--- src/rtl/cpu_id_scoreboard.sv ---
// Decode-stage operand hazard unit: per-register pending-latency scoreboard,
// N-port priority forwarding mux, stall request and issue strobe generation.
module cpu_id_scoreboard #(
   parameter int NUM_FWD = 3,
   parameter int MAX_LAT = 3
) (
   input  logic                          clk,
   input  logic                          rst,
   input  logic                          flush,
   input  logic                          ex_ready,
   input  logic                          id_valid,
   input  logic [4:0]                    rs_addr,
   input  logic [4:0]                    rt_addr,
   input  logic                          uses_rs,
   input  logic                          uses_rt,
   input  logic [31:0]                   rf_rdata1,
   input  logic [31:0]                   rf_rdata2,
   input  logic                          issue_we,
   input  logic [4:0]                    issue_waddr,
   input  logic [$clog2(MAX_LAT+1)-1:0]  issue_lat,
   input  logic [NUM_FWD-1:0]            fwd_we,
   input  logic [NUM_FWD*5-1:0]          fwd_waddr,
   input  logic [NUM_FWD*32-1:0]         fwd_wdata,
   output logic [31:0]                   opnd1,
   output logic [31:0]                   opnd2,
   output logic                          stall_req,
   output logic                          issue_fire,
   output logic [31:0]                   busy_mask,
   output logic [31:0]                   stall_cycles
);

   localparam int LAT_W = $clog2(MAX_LAT+1);
   localparam logic [LAT_W-1:0] LAT_MAX_V = LAT_W'(MAX_LAT);

   logic [LAT_W-1:0] cnt      [32];
   logic [LAT_W-1:0] cnt_next [32];
   logic [LAT_W-1:0] lat_clamped;
   logic [31:0]      busy_next;
   logic             hazard_rs;
   logic             hazard_rt;
   logic             rs_hit;
   logic             rt_hit;
   int unsigned      lat_wide;

   assign hazard_rs  = uses_rs && (rs_addr != 5'd0) && (cnt[rs_addr] != '0);
   assign hazard_rt  = uses_rt && (rt_addr != 5'd0) && (cnt[rt_addr] != '0);
   assign stall_req  = id_valid && (hazard_rs || hazard_rt);
   assign issue_fire = id_valid && !stall_req && ex_ready && !flush;

   always_comb begin
      lat_wide    = 32'(issue_lat);
      lat_clamped = issue_lat;
      if (lat_wide > MAX_LAT)
         lat_clamped = LAT_MAX_V;
   end

   // Next-state counters: flush kills everything, otherwise age on advance,
   // then the newly issued producer overwrites its destination (newest wins).
   always_comb begin
      for (int r = 0; r < 32; r++) begin
         cnt_next[r] = cnt[r];
         if (flush)
            cnt_next[r] = '0;
         else if (ex_ready && cnt[r] != '0)
            cnt_next[r] = cnt[r] - 1'b1;
      end
      if (!flush && issue_fire && issue_we && issue_waddr != 5'd0)
         cnt_next[issue_waddr] = lat_clamped;
      cnt_next[0] = '0;
      for (int r = 0; r < 32; r++)
         busy_next[r] = (cnt_next[r] != '0);
   end

   always_ff @(posedge clk) begin
      if (rst) begin
         for (int r = 0; r < 32; r++)
            cnt[r] <= '0;
         busy_mask    <= '0;
         stall_cycles <= '0;
      end else begin
         for (int r = 0; r < 32; r++)
            cnt[r] <= cnt_next[r];
         busy_mask <= busy_next;
         if (stall_req && stall_cycles != 32'hFFFF_FFFF)
            stall_cycles <= stall_cycles + 32'd1;
      end
   end

   // Scan from the oldest port down so the youngest matching port is the last writer.
   always_comb begin
      opnd1  = rf_rdata1;
      opnd2  = rf_rdata2;
      rs_hit = 1'b0;
      rt_hit = 1'b0;
      for (int i = NUM_FWD-1; i >= 0; i--) begin
         if (fwd_we[i] && fwd_waddr[5*i +: 5] == rs_addr) begin
            opnd1  = fwd_wdata[32*i +: 32];
            rs_hit = 1'b1;
         end
         if (fwd_we[i] && fwd_waddr[5*i +: 5] == rt_addr) begin
            opnd2  = fwd_wdata[32*i +: 32];
            rt_hit = 1'b1;
         end
      end
      if (rs_addr == 5'd0)
         opnd1 = 32'd0;
      if (rt_addr == 5'd0)
         opnd2 = 32'd0;
   end

endmodule

--- config.mk ---
export PLATFORM = sky130hd
export DESIGN_NAME = cpu_id_scoreboard
export DESIGN_NICKNAME = d
export VERILOG_FILES = /design/src/rtl/cpu_id_scoreboard.sv
export SDC_FILE = /design/constraint.sdc
export NUM_CORES = 1
export LEC_CHECK = 0
export ABC_AREA = 1
export BUFFER_PORTS_ARGS = -buffer_cell sky130_fd_sc_hd__buf_4
export CAP_MARGIN = 20
export CORE_MARGIN = 2
export CORE_UTILIZATION = 58
export CTS_BUF_LIST = sky130_fd_sc_hd__clkbuf_16
export DETAILED_ROUTE_END_ITERATION = 16
export PLACE_DENSITY = 0.88
export SETUP_SLACK_MARGIN = 0.15
export SYNTH_ARGS = -nofsm -noshare
export SYNTH_HDL_FRONTEND = slang
export SYNTH_SLANG_ARGS = --single-unit
--- constraint.sdc ---
create_clock -name clk -period 7.66 [get_ports clk]
set_input_delay 2.298 -clock clk [delete_from_list [all_inputs] [get_ports clk]]
set_output_delay 2.298 -clock clk [all_outputs]
set_load 0.01 [all_outputs]
==> metrics.cfg, run 1 <==
[floorplanning]
die_y_um=144.9
rows=51
ioPinCount=333
fp.coreArea_um2=19460
dieArea_um2=21000
fp.dieW_um=144.9
start_util=0.5916

[grt]
grt_pass1_vias=13660
grtUsageTotal=0.4124
grt_max_degree=65
antenna_found_initial=1
grt_overflow_total=0
grt_pass1_wl_um=70750

[place]
numPortBuffers=331
hpwlAfterDp_um=33070
placed_cells=2570
gp_congestion=1.000

[yosys]
syn-cell-area_um2=11510
yosysWarnings=0
synth-main-ff-cell=dfxtp_1
synthCells=2063
synth-xor-area-share=0.02890
synth-seq-cells=125
synth_compound_gate_area_share=0.2103
synth_top_area_share=0.2173
synthAdderAreaFrac=0.03477
synthMuxAreaShare=0
synthSimpleGateAreaFrac=0.3307
synth_largest_area_cell=dfxtp_1
async_reset_ff_frac=0
synth-edff-count=0
syn_nets=2298
synth_area_leaders=dfxtp_1, nand2_1, inv_1, o21ai_0, nand3_1
synth-seq-area-share=0.2173
synth_top_family_by_area=simple AND/OR/NAND/NOR gates
yosysUniqueCellTypes=34
synth.avg_cell_area_um2=5.582

[critical_path]
end_kind=output pin
worstSetupStartpointType=input port
critPathKind=in -> out
crit_fanout=38
cp.required_ns=5.36
arrival_ns=4.49

[clocking]
ctsResizeCount=0
cts_hold_buffers=0
cts_sinks=125
htreeDepth=4
cts_tree=done
cts_made_buffers=17
post_cts_buffers=0
clockBufferDepth=2
cts-root-buf=clkbuf_16
clock_latency_ns=0.43
clk_pin_slew_worst_paths_ns=0.06

[timing]
tightest_slew_ns=1.065
slew_headroom=0.2902
drv_slew=0
max_freq_mhz=147.4
rsz0062_at_grt=false
period_minus_slack_ns=6.786
finalSetupViolCount=0
setup-tns-final_ns=0
finalCritPeriodShare=0.8859
fin_skew_ns=0.01343
final_hold_viol_count=0

[layout]
area_delta_synth_final_pct=27.68
final_cells=2605
fin_nets=2561
n_fill_cell=1641
drive_gt1_frac=0.1715

[routing]
dr_wl_met3_um=5091
highest_layer=met4
final_antenna_net_count=0
vias=14960
drt-total-wl_um=44890
met2WireLength_um=20270
dr.first_iter.drc_count=1676
drt_pass1_iterations=5
routed_via_density=5.741
drcViolationCount=0
wl_met1_um=17300
wire_per_inst_um=17.23

[power_and_ir_drop]
peakVddDrop_v=0.0001904
p_int_mw=1.430
p_sw_frac=0.3081
p_switching_mw=0.6367
leakagePower_nw=7.572
combPwrFrac=0.256
powerDensity_nw_per_um2=140.6
seqPwrFrac=0.332
clockPowerShare=0.412

[min_path]
holdCritPathClass=reg -> reg

[run_status]
status=finished clean

[job]
max_cap_viol_count=0

-- worst max-delay path: stages --
cell and delay [ns]:
buf_4 0.14, inv_1 0.14, o22ai_1 0.10, nor3_1 0.20
nand3_2 0.45, buf_4 0.44, nand2_1 0.11, o21ai_0 0.09
nand2_1 0.08, o21ai_0 0.07, o21ai_0 0.15, inv_1 0.06
buf_4 0.14
-- cells in the final DEF, fill, tap and decap left out, drive strengths merged --
master	Yosys	layout
a21oi	111	111
a221oi	5	5
buf	35	352
bufinv	0	4
clkbuf	73	17
clkinv	0	7
conb	1	1
dfxtp	125	125
diode	0	2
ha	32	32
inv	425	428
nand2	454	454
nand3	190	190
nand3b	1	1
nand4	43	43
nor2	158	158
nor3	32	32
nor4	11	11
o2111ai	1	1
o211ai	63	63
o21ai	256	256
o221ai	1	1
o22ai	8	8
xnor2	13	13
xor2	25	25
-- power groups by stage --
stage / sequential (mW) / combinational (mW) / clock (mW)
6_report: 0.686 / 0.528 / 0.853
3_3_place_gp: 0.698 / 0.501 / 0
4_1_cts: 0.685 / 0.514 / 0.852
5_1_grt: 0.688 / 0.576 / 0.881
2_1_floorplan: 0.702 / 0.273 / 0
3_5_place_dp: 0.699 / 0.510 / 0
-- Yosys cell counts (3+ instances only) --
library cell    n
o21ai_0       241
nor3_1         29
nor4_1         10
nor2_1        156
buf_4           4
buf_1          11
inv_2          11
nand3_1       189
xor2_1         25
clkbuf_1       73
ha_1           32
xnor2_1        13
a21oi_1       111
nand2_1       453
o211ai_1       63
dfxtp_1       125
nor3_2          3
o21ai_1        15
nand4_1        42
a221oi_1        5
inv_1         414
o22ai_1         8
buf_2          19
-- layout make-up --
cell class / count / area [um2] / area share
Sequential cell: 125 / 2502 / 0.1702
Timing Repair Buffer: 352 / 2675 / 0.1820
Antenna cell: 2 / 5.005 / 0.0003404
Clock inverter: 14 / 177.7 / 0.01209
Tap cell: 265 / 331.6 / 0.02255
Inverter: 425 / 1595 / 0.1085
Clock buffer: 17 / 425.4 / 0.02894
Multi-Input combinational cell: 1405 / 6989 / 0.4754
-- worst paths after layout --
kind         slack [ns]        startpoint  cells after the start                to
max reg2reg        4.85        cnt[24][0]                     15     busy_mask[18]
min                0.49  stall_cycles[31]                      2  stall_cycles[31]
max                0.87        rt_addr[3]                     13         opnd2[31]
min reg2reg        0.49  stall_cycles[31]                      2  stall_cycles[31]
-- cells by family (layout without fill, tap and decap cells) --
logic type | Yosys count | in the layout
buffers and inverters | 533 | 808
adders and majority gates | 32 | 32
and+or+nand+nor | 889 | 889
AOI/OAI and AO/OA | 445 | 445
other | 1 | 3
xor gates and xnor gates | 38 | 38
DFF | 125 | 125
-- metrics by stage --
| stage | hold WS (ns) | area, um2 | total power, mW | setup slack, ns | utilization |
|---|---|---|---|---|---|
| finish | 0.4937 | 14700 | 2.067 | 0.8739 | 0.7554 |
| global route | 0.5367 | 14700 | 2.145 | 0.5980 | 0.7553 |
| CTS | 0.4971 | 14660 | 2.052 | 0.9226 | 0.7533 |
| detailed placement | 0.4872 | 14060 | 1.209 | 0.9191 | 0.7223 |
| global placement | 0.4748 | 14060 | 1.199 | 0.9401 | 0.7223 |
| floorplan | 0.4957 | 11510 | 0.9752 | 1.559 | - |
-- state kept, by name (all words and copies together) (netlist names) --
register	count
stall_cycles	32
cnt	62
busy_mask	31
-- metal layers --
metal  track usage  vias to the layer above
li1              -                     7130
met1        0.5152                     6697
met2        0.6583                      946
met3        0.1110                      182
met4        0.2015                        0
met5             0                        -
Power figures use the tool's default switching activity.
==> run 2, diff against run 1 <==
--- a/config.mk
+++ b/config.mk
@@ -9,10 +9,10 @@
 export BUFFER_PORTS_ARGS = -buffer_cell sky130_fd_sc_hd__buf_4
 export CAP_MARGIN = 20
 export CORE_MARGIN = 2
-export CORE_UTILIZATION = 58
+export CORE_UTILIZATION = 52
 export CTS_BUF_LIST = sky130_fd_sc_hd__clkbuf_16
 export DETAILED_ROUTE_END_ITERATION = 16
-export PLACE_DENSITY = 0.88
+export PLACE_DENSITY = 0.8
 export SETUP_SLACK_MARGIN = 0.15
 export SYNTH_ARGS = -nofsm -noshare
 export SYNTH_HDL_FRONTEND = slang
==> run 2 against run 1 <==
Compared with the run above: via count is 1.1% lower; register-to-register slack lost 0.45 ns; clock skew fell by 0.0035 ns; power down 3.2%; count of clock-buffer cells in the layout unchanged; clock power down 7.7%; worst hold slack lost 0.0037 ns; combinational power about the same; critical endpoint is now opnd1[29].
==> metrics.cfg, run 2 (same netlist as run 1, synthesis figures left out) <==
[place]
hpwlAfterDp_um=33210
gp_congestion=1.077
numPortBuffers=331
placed_cells=2579

[timing]
final_hold_viol_count=0
finalSetupViolCount=0
drv_slew=0
fin_skew_ns=0.009881
period_minus_slack_ns=6.849
tightest_slew_ns=1.133
finalCritPeriodShare=0.8942
setup-tns-final_ns=0
slew_headroom=0.2427
rsz0062_at_grt=false
max_freq_mhz=146.0

[power_and_ir_drop]
peakVddDrop_v=0.0001650
powerDensity_nw_per_um2=136.6
leakagePower_nw=7.527

[layout]
final_cells=2613
final_common_cell=nand2_1
area_delta_synth_final_pct=27.18
antenna_cells=0
fin_nets=2555
n_fill_cell=1973
drive_gt1_frac=0.1702
top_register=cnt
reg_top3=cnt (62), stall_cycles (32), busy_mask (31)
largest_register_ff_count=62
final_cell_mix=nand2_1, inv_1, buf_4

[clocking]
cts_sinks=125
cts_tree=done
post_cts_buffers=0
clk_pin_slew_worst_paths_ns=0.06
cts_made_buffers=17
ctsResizeCount=0
cts_hold_buffers=0
cts-root-buf=clkbuf_16
htreeDepth=4
clock_latency_ns=0.43
clockBufferDepth=2

[routing]
final_antenna_net_count=0
drt-total-wl_um=44750
routed_via_density=5.659
drcViolationCount=0
wire_per_inst_um=17.13
dr.first_iter.drc_count=1732
drt_pass1_iterations=6
vias=14790
dr_wl_met3_um=4187
met2WireLength_um=21220
highest_layer=met4
wl_met1_um=17200

[critical_path]
worstSetupStartpointType=input port
cpMostUsedCell=buf_4
critPathSlowestCell=buf_4
slowest_delay_ns=0.58
arrival_ns=4.55
critPathKind=in -> out
r2r_start=stall_cycles[0]
timing.rr.end=stall_cycles[18]
end_kind=output pin
path_cells=buf_4 > inv_2 > o22ai_1 > nand3b_1 > nor3_4 > buf_4 > nand2_1 > o211ai_1 > o21ai_0 > o21ai_0 > inv_1 > buf_4
cp.required_ns=5.36
crit_fanout=64
r2r_cells=10
ff2ff_setup_slack_ns=4.40
crit_family=buffers and inverters
path_buf_inv=5

[grt]
grt_max_degree=65
grt_pass1_wl_um=69550
grt_overflow_total=0
antenna_found_initial=0
grtUsageTotal=0.3650
grt_pass1_vias=13320

[job]
max_cap_viol_count=0

[floorplanning]
start_util=0.5293
fp.dieW_um=152.8
rows=54
fp.coreArea_um2=21760
ioPinCount=333
dieArea_um2=23350
die_y_um=152.8

[min_path]
holdCritPathClass=reg -> reg
min_from=stall_cycles[31]
hold_depth=2
hold_end=stall_cycles[31]

[run_status]
status=finished clean

run 2: worst max path at each step:
| stage | start | end | slack (ns) | cells past startpoint |
|---|---|---|---|---|
| 6_report | rs_addr[0] | opnd1[29] | 0.81 | 12 |
| 5_1_grt | rt_addr[3] | opnd2[10] | 0.69 | 11 |
| 4_1_cts | rs_addr[0] | opnd1[29] | 0.89 | 12 |
| 3_5_place_dp | rs_addr[0] | opnd1[29] | 0.89 | 12 |
| 3_3_place_gp | rs_addr[0] | opnd1[29] | 0.97 | 12 |
| 2_1_floorplan | rs_addr[2] | opnd1[13] | 1.56 | 9 |
run 2: power breakdown:
part | switching, mW | internal [mW] | total (mW)
logic | 0.309 | 0.219 | 0.528
registers | 0.0122 | 0.673 | 0.685
clock network | 0.336 | 0.451 | 0.787
run 2: per-stage QoR:
stage	cell area (um2)	total power, mW	setup slack [ns]	util	hold WS [ns]
after detailed placement	14040	1.214	0.8892	0.6456	0.4803
after global placement	14040	1.204	0.9660	0.6456	0.4697
after floorplan	11510	0.9752	1.559	-	0.4957
after global routing	14640	2.086	0.6941	0.6731	0.5036
after CTS	14610	1.988	0.8893	0.6715	0.4907
final	14640	2.000	0.8107	0.6731	0.4900
run 2: routing by layer:
layer	global-route usage	vias up
li1	-	7138
met1	0.4442	6663
met2	0.6295	835
met3	0.06946	150
met4	0.1570	0
met5	0	-
run 2: area by class of cell:
cell class	count	area, um2	share of cell area
Clock buffer	17	425.4	0.02905
Clock inverter	15	138.9	0.009484
Inverter	425	1595	0.1089
Multi-Input combinational cell	1405	6989	0.4773
Sequential cell	125	2502	0.1709
Tap cell	280	350.3	0.02392
Timing Repair Buffer	346	2643	0.1805
run 2: worst reg2reg max path, delay by kind of cell, from the launching register on:
| kind | cells | cell delay [ns] |
|---|---|---|
| and+or+nand+nor | 7 | 2.10 |
| DFF | 1 | 0.43 |
| adders and majority gates | 1 | 0.27 |
| AOI/OAI and AO/OA | 1 | 0.14 |
| buffers and inverters | 1 | 0.25 |
